## src/rtl/stack_pkg.sv

```systemverilog
// Shared operand-stack command encoding and legality check, used by the stack and the ALU sequencer.
package stack_pkg;

   typedef enum logic [2:0] {
      NOP     = 3'd0,
      PUSH    = 3'd1,
      POP     = 3'd2,
      REPLACE = 3'd3,
      DUP     = 3'd4,
      SWAP    = 3'd5,
      CLEAR   = 3'd6
   } stack_op_e;

   // Reserved encodings fall through to legal so they act as a silent NOP.
   function automatic logic is_legal(stack_op_e op, int unsigned cnt, int unsigned depth);
      case (op)
         PUSH:          return cnt < depth;
         POP:           return cnt >= 1;
         REPLACE, SWAP: return cnt >= 2;
         DUP:           return (cnt >= 1) && (cnt < depth);
         default:       return 1'b1;
      endcase
   endfunction

endpackage

```

## src/rtl/stack_ptr_ctr.sv

```systemverilog
// Saturating up/down entry counter with synchronous load-zero; async active-low reset.
module stack_ptr_ctr
   import stack_pkg::*;
#(
   parameter int CNT_W = 6,
   parameter int MAX   = 32
) (
   input  logic             clk,
   input  logic             rst_n,
   input  logic             inc,
   input  logic             dec,
   input  logic             clr,
   output logic [CNT_W-1:0] cnt_q
);

   logic [CNT_W-1:0] cnt_d;

   always_comb begin
      cnt_d = cnt_q;
      if (clr) begin
         cnt_d = '0;
      end else if (inc && !dec && (cnt_q < CNT_W'(MAX))) begin
         cnt_d = cnt_q + CNT_W'(1);
      end else if (dec && !inc && (cnt_q != '0)) begin
         cnt_d = cnt_q - CNT_W'(1);
      end
   end

   always_ff @(posedge clk or negedge rst_n) begin
      if (!rst_n) cnt_q <= '0;
      else        cnt_q <= cnt_d;
   end

endmodule

```

## src/rtl/param_stack.sv

```systemverilog
// Parametrised LIFO operand stack with command interface and overflow/underflow reporting.
// STACK_STICKY_ERR_EN: when defined, error flags hold until CLEAR/reset; otherwise they pulse one cycle.
module param_stack
   import stack_pkg::*;
#(
   parameter  int WIDTH = 32,
   parameter  int DEPTH = 32,
   localparam int CNT_W = $clog2(DEPTH) + 1
) (
   input  logic             clk,
   input  logic             rst,
   input  logic [2:0]       op,
   input  logic [WIDTH-1:0] data_in,
   output logic [WIDTH-1:0] stack_top,
   output logic [WIDTH-1:0] stack_next,
   output logic [CNT_W-1:0] numcnt,
   output logic             full,
   output logic             empty,
   output logic             err_ovf,
   output logic             err_udf
);

   localparam int AW = $clog2(DEPTH);

   stack_op_e        op_e;
   logic [CNT_W-1:0] cnt_q;
   logic [AW-1:0]    idx0, idx1, idx2;
   logic             legal;
   logic             inc, dec, clr;
   logic             wr_en, sw_en;
   logic [AW-1:0]    wr_idx, sw_idx;
   logic [WIDTH-1:0] wr_data, sw_data;
   logic             ovf_set, udf_set;
   logic             err_ovf_q, err_ovf_d, err_udf_q, err_udf_d;
   logic [WIDTH-1:0] mem_q [DEPTH];
   logic [WIDTH-1:0] mem_d [DEPTH];

   assign op_e  = stack_op_e'(op);
   assign idx0  = cnt_q[AW-1:0];
   assign idx1  = AW'(cnt_q - CNT_W'(1));
   assign idx2  = AW'(cnt_q - CNT_W'(2));
   assign full  = (cnt_q == CNT_W'(DEPTH));
   assign empty = (cnt_q == '0);
   assign legal = is_legal(op_e, 32'(cnt_q), DEPTH);

   always_comb begin
      inc     = 1'b0;
      dec     = 1'b0;
      clr     = 1'b0;
      wr_en   = 1'b0;
      wr_idx  = idx0;
      wr_data = data_in;
      sw_en   = 1'b0;
      sw_idx  = idx2;
      sw_data = mem_q[idx1];
      ovf_set = 1'b0;
      udf_set = 1'b0;
      if (op_e == CLEAR) begin
         clr = 1'b1;
      end else if (legal) begin
         case (op_e)
            PUSH: begin
               wr_en = 1'b1;
               inc   = 1'b1;
            end
            POP: dec = 1'b1;
            REPLACE: begin
               wr_en  = 1'b1;
               wr_idx = idx2;
               dec    = 1'b1;
            end
            DUP: begin
               wr_en   = 1'b1;
               wr_data = mem_q[idx1];
               inc     = 1'b1;
            end
            SWAP: begin
               wr_en   = 1'b1;
               wr_idx  = idx1;
               wr_data = mem_q[idx2];
               sw_en   = 1'b1;
            end
            default: ;
         endcase
      end else if (((op_e == PUSH) || (op_e == DUP)) && full) begin
         ovf_set = 1'b1;
      end else begin
         // DEPTH>=4 means DUP cannot be both empty and full, so any other illegal op is underflow.
         udf_set = 1'b1;
      end
   end

   always_comb begin
      mem_d = mem_q;
      if (wr_en) mem_d[wr_idx] = wr_data;
      if (sw_en) mem_d[sw_idx] = sw_data;
   end

   always_ff @(posedge clk) begin
      mem_q <= mem_d;
   end

   always_comb begin
`ifdef STACK_STICKY_ERR_EN
      err_ovf_d = clr ? 1'b0 : (err_ovf_q | ovf_set);
      err_udf_d = clr ? 1'b0 : (err_udf_q | udf_set);
`else
      err_ovf_d = ovf_set;
      err_udf_d = udf_set;
`endif
   end

   always_ff @(posedge clk or negedge rst) begin
      if (!rst) begin
         err_ovf_q <= 1'b0;
         err_udf_q <= 1'b0;
      end else begin
         err_ovf_q <= err_ovf_d;
         err_udf_q <= err_udf_d;
      end
   end

   stack_ptr_ctr #(
      .CNT_W (CNT_W),
      .MAX   (DEPTH)
   ) u_ptr (
      .clk   (clk),
      .rst_n (rst),
      .inc   (inc),
      .dec   (dec),
      .clr   (clr),
      .cnt_q (cnt_q)
   );

   assign numcnt     = cnt_q;
   assign stack_top  = (cnt_q != '0)           ? mem_q[idx1] : '0;
   assign stack_next = (cnt_q >= CNT_W'(2))    ? mem_q[idx2] : '0;
   assign err_ovf    = err_ovf_q;
   assign err_udf    = err_udf_q;

endmodule

```

## config.mk

```make
export PLATFORM = sky130hd
export DESIGN_NAME = param_stack
export DESIGN_NICKNAME = d
export VERILOG_FILES = /design/src/rtl/stack_pkg.sv /design/src/rtl/stack_ptr_ctr.sv /design/src/rtl/param_stack.sv
export SDC_FILE = /design/constraint.sdc
export NUM_CORES = 2
export LEC_CHECK = 0
export CORE_MARGIN = 4
export CORE_UTILIZATION = 30
export DETAILED_ROUTE_END_ITERATION = 16
export GPL_TIMING_DRIVEN = 1
export PLACE_DENSITY = 0.43
export SLEW_MARGIN = 20
export SYNTH_ARGS = -nofsm -noshare
export SYNTH_HDL_FRONTEND = slang
export SYNTH_SLANG_ARGS = --single-unit
```

## constraint.sdc

```tcl
create_clock -name clk -period 5.8 [get_ports clk]
set_input_delay 0.87 -clock clk [delete_from_list [all_inputs] [get_ports clk]]
set_output_delay 0.87 -clock clk [all_outputs]
set_load 0.01 [all_outputs]
```

Word level (Yosys, flattened, before mapping). Index checks and enable logic that the tools add are counted.

Add/sub/neg operators: 3. $lt $le $gt $ge: 10. Equal/unequal tests: 7. Muxes and demuxes: 45. Bitwise logic cells: 3. Reductions and logical operators: 18.

Operator list (count): bitwise mux 1024 bit (2); 2-to-1 mux 1024 bit (2); binary-select mux 32 bit (select 5 bit) (2); demux 32 bit (select 5 bit) (2); 2-to-1 mux 32 bit (10); case mux 32 bit (2 select lines) (1); 2-to-1 mux 1 bit (19); >= comparator 6 bit, second input constant (3); 2-to-1 mux 6 bit (3); NOT 5 -> 6 bit (3); >= comparator 6 x 2 -> 1 bit, second input constant (2); < comparator 6 x 1 -> 1 bit, second input constant (2); < comparator 6 bit, second input constant (2); 2-to-1 mux 5 bit (2); case mux 5 bit (2 select lines) (1); == test 3 bit, second input constant (3); logical AND 1 bit (8); adder 6 x 1 -> 6 bit, second input constant (1); == test 3 x 2 -> 1 bit, second input constant (2); == test 6 bit, second input constant (1); >= comparator 6 x 1 -> 1 bit, second input constant (1); zero test 6 bit (1); nonzero test 6 bit (1); OR reduction 2 bit (3); 8 further kinds (9).

Register bits: 1032. Input port bits: 37. Output and inout port bits: 74. Logic and storage cells: 121.

Logic depth before layout (Yosys ltp).
Depth after elaboration: 14. Mapped depth: 21. Mapped depth without buffers: 10.

Cells and area by module. A second synthesis with hierarchy kept.

Cell total of the unflattened synthesis: 6349. Area total of the unflattened synthesis: 58741.3 sq um.

Modules (own cells, without submodules): param_stack (times used 1, cells each 6295, area each 58215.8 sq um, sequential area each 20549.7 sq um); stack_ptr_ctr (times used 1, cells each 54, area each 525.5 sq um, sequential area each 150.1 sq um).

Least setup slack after synthesis. Ideal clock, no wire load.

Kind: reg2out. From: register u_ptr.cnt_q[1]. To: output stack_top[0]. Arrival: 4.807 ns. Data required time: 4.930 ns. Slack: 0.123 ns. Stages on the path, launching flop included: 19. Path buffers: 12. Cells stage by stage: dfrtp_1 > buf_2 > buf_2 > buf_4 > buf_2 > buf_2 > buf_2 > inv_1 > ha_1 > buf_2 > buf_4 > buf_6 > buf_4 > buf_2 > mux4_2 > mux4_2 > mux2i_1 > buf_2 > nor2_1.

Word-level cells in the longest chain between the ends: 6. Elaborated cells between the ends (all ways): 7. Classes of those cells: add/sub (1); mux (4); bitwise (1); reduce/logical (1).

RTL lines: start: declaration (RTL line stack_ptr_ctr.sv:13) `output logic [CNT_W-1:0] cnt_q`; start signal: assignment (RTL line stack_ptr_ctr.sv:31) `else cnt_q <= cnt_d;`; subtractor 6 x 1 -> 6 bit; NOT 5 -> 6 bit (implied by the code) (RTL line param_stack.sv:136) `assign stack_top = (cnt_q != '0) ? mem_q[idx1] : '0;`; binary-select mux 32 bit (select 5 bit) (RTL line param_stack.sv:136); 2-to-1 mux 32 bit (implied by the code) (2 in a row) (RTL line param_stack.sv:136); 2-to-1 mux 32 bit (*) (RTL line param_stack.sv:136); end: declaration (RTL line param_stack.sv:14) `output logic [WIDTH-1:0] stack_top,`.

Every way passes the cells marked *; elsewhere a longest branch is shown, timed or not. The select of a mux whose other input is x is not followed.

Worst setup path in the final report.
From: register u_ptr.cnt_q[1]. To: output stack_top[2].

The elaborated chain is that of the path after synthesis.

==> summary.txt <==
Outcome
  – Status: finished, final reports clean

Place
  – Hpwl dp: ~210 mm
  – Port buffer count: 110
  – Final GP Congestion: just over 0.9

Yosys
  – Register area share after synthesis: 0.348
  – Post-Syn Instances: approximately 6,700
  – Syn Nets: slightly below 7,000
  – Synth top area share: 0.345
  – Top cell type by total area after synthesis: dfxtp_1
  – Post-synth EDFFs: 0
  – Asr flop ratio synth: 0.00775
  – Yosys cell types: slightly below 90
  – Syn avg cell area: 8.88 um2
  – #FFs+latches synth: 1,032
  – Syn. warnings: 0
  – Top_reg_cell synth: dfxtp_1
  – Top cells by area, synth: dfxtp_1 34%, mux4_2 19%, nand2_1 4.8%, nor2_1 4.1%, o21ai_0 4.1%
  – Synth Cell Area: just under 60,000 um2

Critical path
  – Worst Setup Path Type: flip-flop to primary output
  – CP Launch Type: flip-flop
  – R2r setup slk: approximately 0.63 ns
  – Req. time, crit path: 4.93 ns
  – R2r endpoint: mem_q[946]
  – Critical-path cell list: inv_1, ha_2, a21bo_2, xnor2_4, clkbuf_8, nand2_1, a21oi_1, a311oi_1, a221oi_4, nor2b_1, buf_4, clkdlybuf4s50_1
  – CP peak stage delay: around 0.54 ns
  – Arrival time of the worst setup path: 4.84 ns
  – Worst-path fanout max: 38
  – R2R depth: 13
  – CP endpoint kind: primary output
  – Worst r2r src: u_ptr.cnt_q[1]
  – CP max stage cell: clkdlybuf4s50_1

Timing
  – Max Clk Rate: approximately 170 MHz
  – Setup Total Neg Slack: 0 ns
  – Tcrit/Tclk final: 0.985
  – Fin crit period: roughly 5.7 ns
  – RSZ-0062 raised after global routing: false
  – Count of final setup violators: 0
  – Max-slew violation count: 0
  – Relative slew slack: 0.185
  – Hold Violations, Final: 0
  – Worst-Margin Slew: approximately 1.2 ns
  – Clk_skew: approximately 0.047 ns

CTS
  – CTS Hold Bufs: 0
  – Root Driver: clkbuf_16
  – Clk slew on worst S/H paths: 0.06 ns
  – Clock tree buffer depth: 3
  – CTS tree: built
  – # clock sinks: about 1,000
  – Worst skew pair latency: 0.82 ns
  – CTS Buf Count: roughly 130
  – Number of H-tree levels: 4

Detailed routing
  – Detailed-route wire length: between 300 and 400 mm
  – Initial drt markers: about 8,000
  – DRC violations left: 0
  – ANT nets after route: 0
  – DRT Pass-1 Iters: 6
  – DR vias: roughly 60,000
  – Per-cell routed wire length: around 35 um
  – Avg Vias per Cell: between 6 and 7

Die
  – Core area: between 150,000 and 200,000 um2
  – Die footprint: 205,000 um2
  – I/O pin cnt: 111
  – Row cnt: approximately 160
  – Initial core utilization: 0.301
  – DIE HEIGHT: ~450 um
  – Die width: between 400 and 500 um

Flow run
  – Number of max-cap violations: 0

Cells and area
  – P&R area growth vs syn: 15.9%
  – Area of the multi-input gates: between 30,000 and 40,000 um2
  – NumNets Final: roughly 6,500
  – Commonest non-fill, non-tap cells in the layout: 1,024 x dfxtp_1, 758 x nand2_1, 587 x nor2_1
  – FILL cells: 20,000
  – Most common cell after layout, fill and taps aside: dfxtp_1
  – Storage cell area: around 21,000 um2
  – Share of cells above drive strength 1: 0.199

Global route
  – Pin count of the biggest net entering global routing: ~110
  – First-pass GRT wire length: ~450 mm
  – Number of global-route vias before repair: around 56,000
  – GR Overflow Total: 0
  – Initial antenna violation count: 11
  – GRT Total Usage: 0.302

Min path
  – HP Class: primary input to async pin
==> how the worst max path moves through the flow <==
stage	from	to	slack (ns)	depth (start not counted)
after floorplan	u_ptr.cnt_q[1]	stack_top[0]	0.12	18
after global placement	u_ptr.cnt_q[1]	stack_top[2]	0.69	12
after detailed placement	u_ptr.cnt_q[1]	stack_next[5]	0.65	11
after CTS	u_ptr.cnt_q[1]	stack_top[2]	0.0006	12
after global routing	u_ptr.cnt_q[1]	stack_next[28]	0.002	8
final	u_ptr.cnt_q[1]	stack_top[2]	0.09	12
==> registers in the layout, indices dropped and copies added (netlist names) <==
| register | cells |
|---|---|
| mem_q | 1024 |
| u_ptr.cnt_q | 6 |
| err_ovf | 1 |
| err_udf | 1 |
==> cells in the mapped netlist, drive strengths merged, types with 8 or more instances <==
| cell type | n |
|---|---|
| a221oi | 60 |
| mux4 | 510 |
| a211oi | 13 |
| a22o | 10 |
| dfrtp | 8 |
| a31oi | 198 |
| a222oi | 12 |
| inv | 11 |
| o221ai | 11 |
| o22ai | 357 |
| mux2i | 98 |
| nand3 | 426 |
| o31ai | 205 |
| nor3 | 134 |
| a21oi | 220 |
| nor2 | 654 |
| dfxtp | 1024 |
| a32o | 8 |
| clkbuf | 538 |
| nor2b | 16 |
| a22oi | 21 |
| and2 | 18 |
| a2bb2oi | 8 |
| ha | 8 |
| a311oi | 9 |
| a32oi | 26 |
| xnor2 | 9 |
| buf | 297 |
| o21ai | 557 |
| or2 | 13 |
| and3 | 62 |
| nand2b | 17 |
| o211ai | 293 |
| nand2 | 767 |
==> layer usage <==
metal	vias up	wire length [um]	share of wire	GRT usage
li1	24900	-	-	-
met1	30000	130000	0.40	0.402
met2	3899	139000	0.43	0.451
met3	746	33200	0.10	0.0741
met4	8	19000	0.059	0.158
met5	-	50	0.00016	0
==> kinds of logic (layout without fill, tap and decap cells) <==
group	Yosys count	after routing	share of synthesized area
and+or+nand+nor	2125	2125	0.153
xor gates and xnor gates	12	12	0.00253
adders and majority gates	8	8	0.00168
DFF	1032	1032	0.348
AOI/OAI and AO/OA	2060	2062	0.224
muxes	609	609	0.210
buffers and inverters	847	720	0.0605
other	0	10	0
==> critical path: cells and delay by family, from the launching register on <==
family          cells  cell delay, ns
buf+inv             4            1.42
compound gates      4            0.94
simple gates        2            0.53
flops               1            0.51
fa+ha+maj           1            0.39
xor+xnor            1            0.21
==> metrics by stage <==
stage                     setup slack (ns)  area [um2]  cells  utilization  hold WS [ns]
final                               0.0853       68900   9218        0.349         0.393
after global routing               0.00235       68800   9208        0.349         0.420
after CTS                         0.000570       68700   9203        0.348         0.378
after detailed placement             0.648       64300   8963        0.326         0.484
after global placement               0.687       64300   8962        0.326         0.472
after floorplan                      0.123       59400   6693            -         0.457
==> area by class of cell <==
type                            instances  share of cell area
Inverter                               12            0.000690
Clock inverter                         30             0.00536
Multi-Input combinational cell       4816               0.527
Clock buffer                          203              0.0574
Sequential cell                      1032               0.301
Timing Repair Buffer                  475              0.0604
Antenna cell                           10            0.000363
Tap cell                             2640              0.0480
==> timing repair <==
action | in CTS | in global routing
pin swaps | 3 | 3
setup buffers | 6 | 2
gates resized for setup | 8 | 11
endpoints found under the setup margin | 16 | 26
cloned | 1 | 2
Power is not shown: default switching activity piles up to over one toggle a cycle in this logic, so the estimate is an artifact.
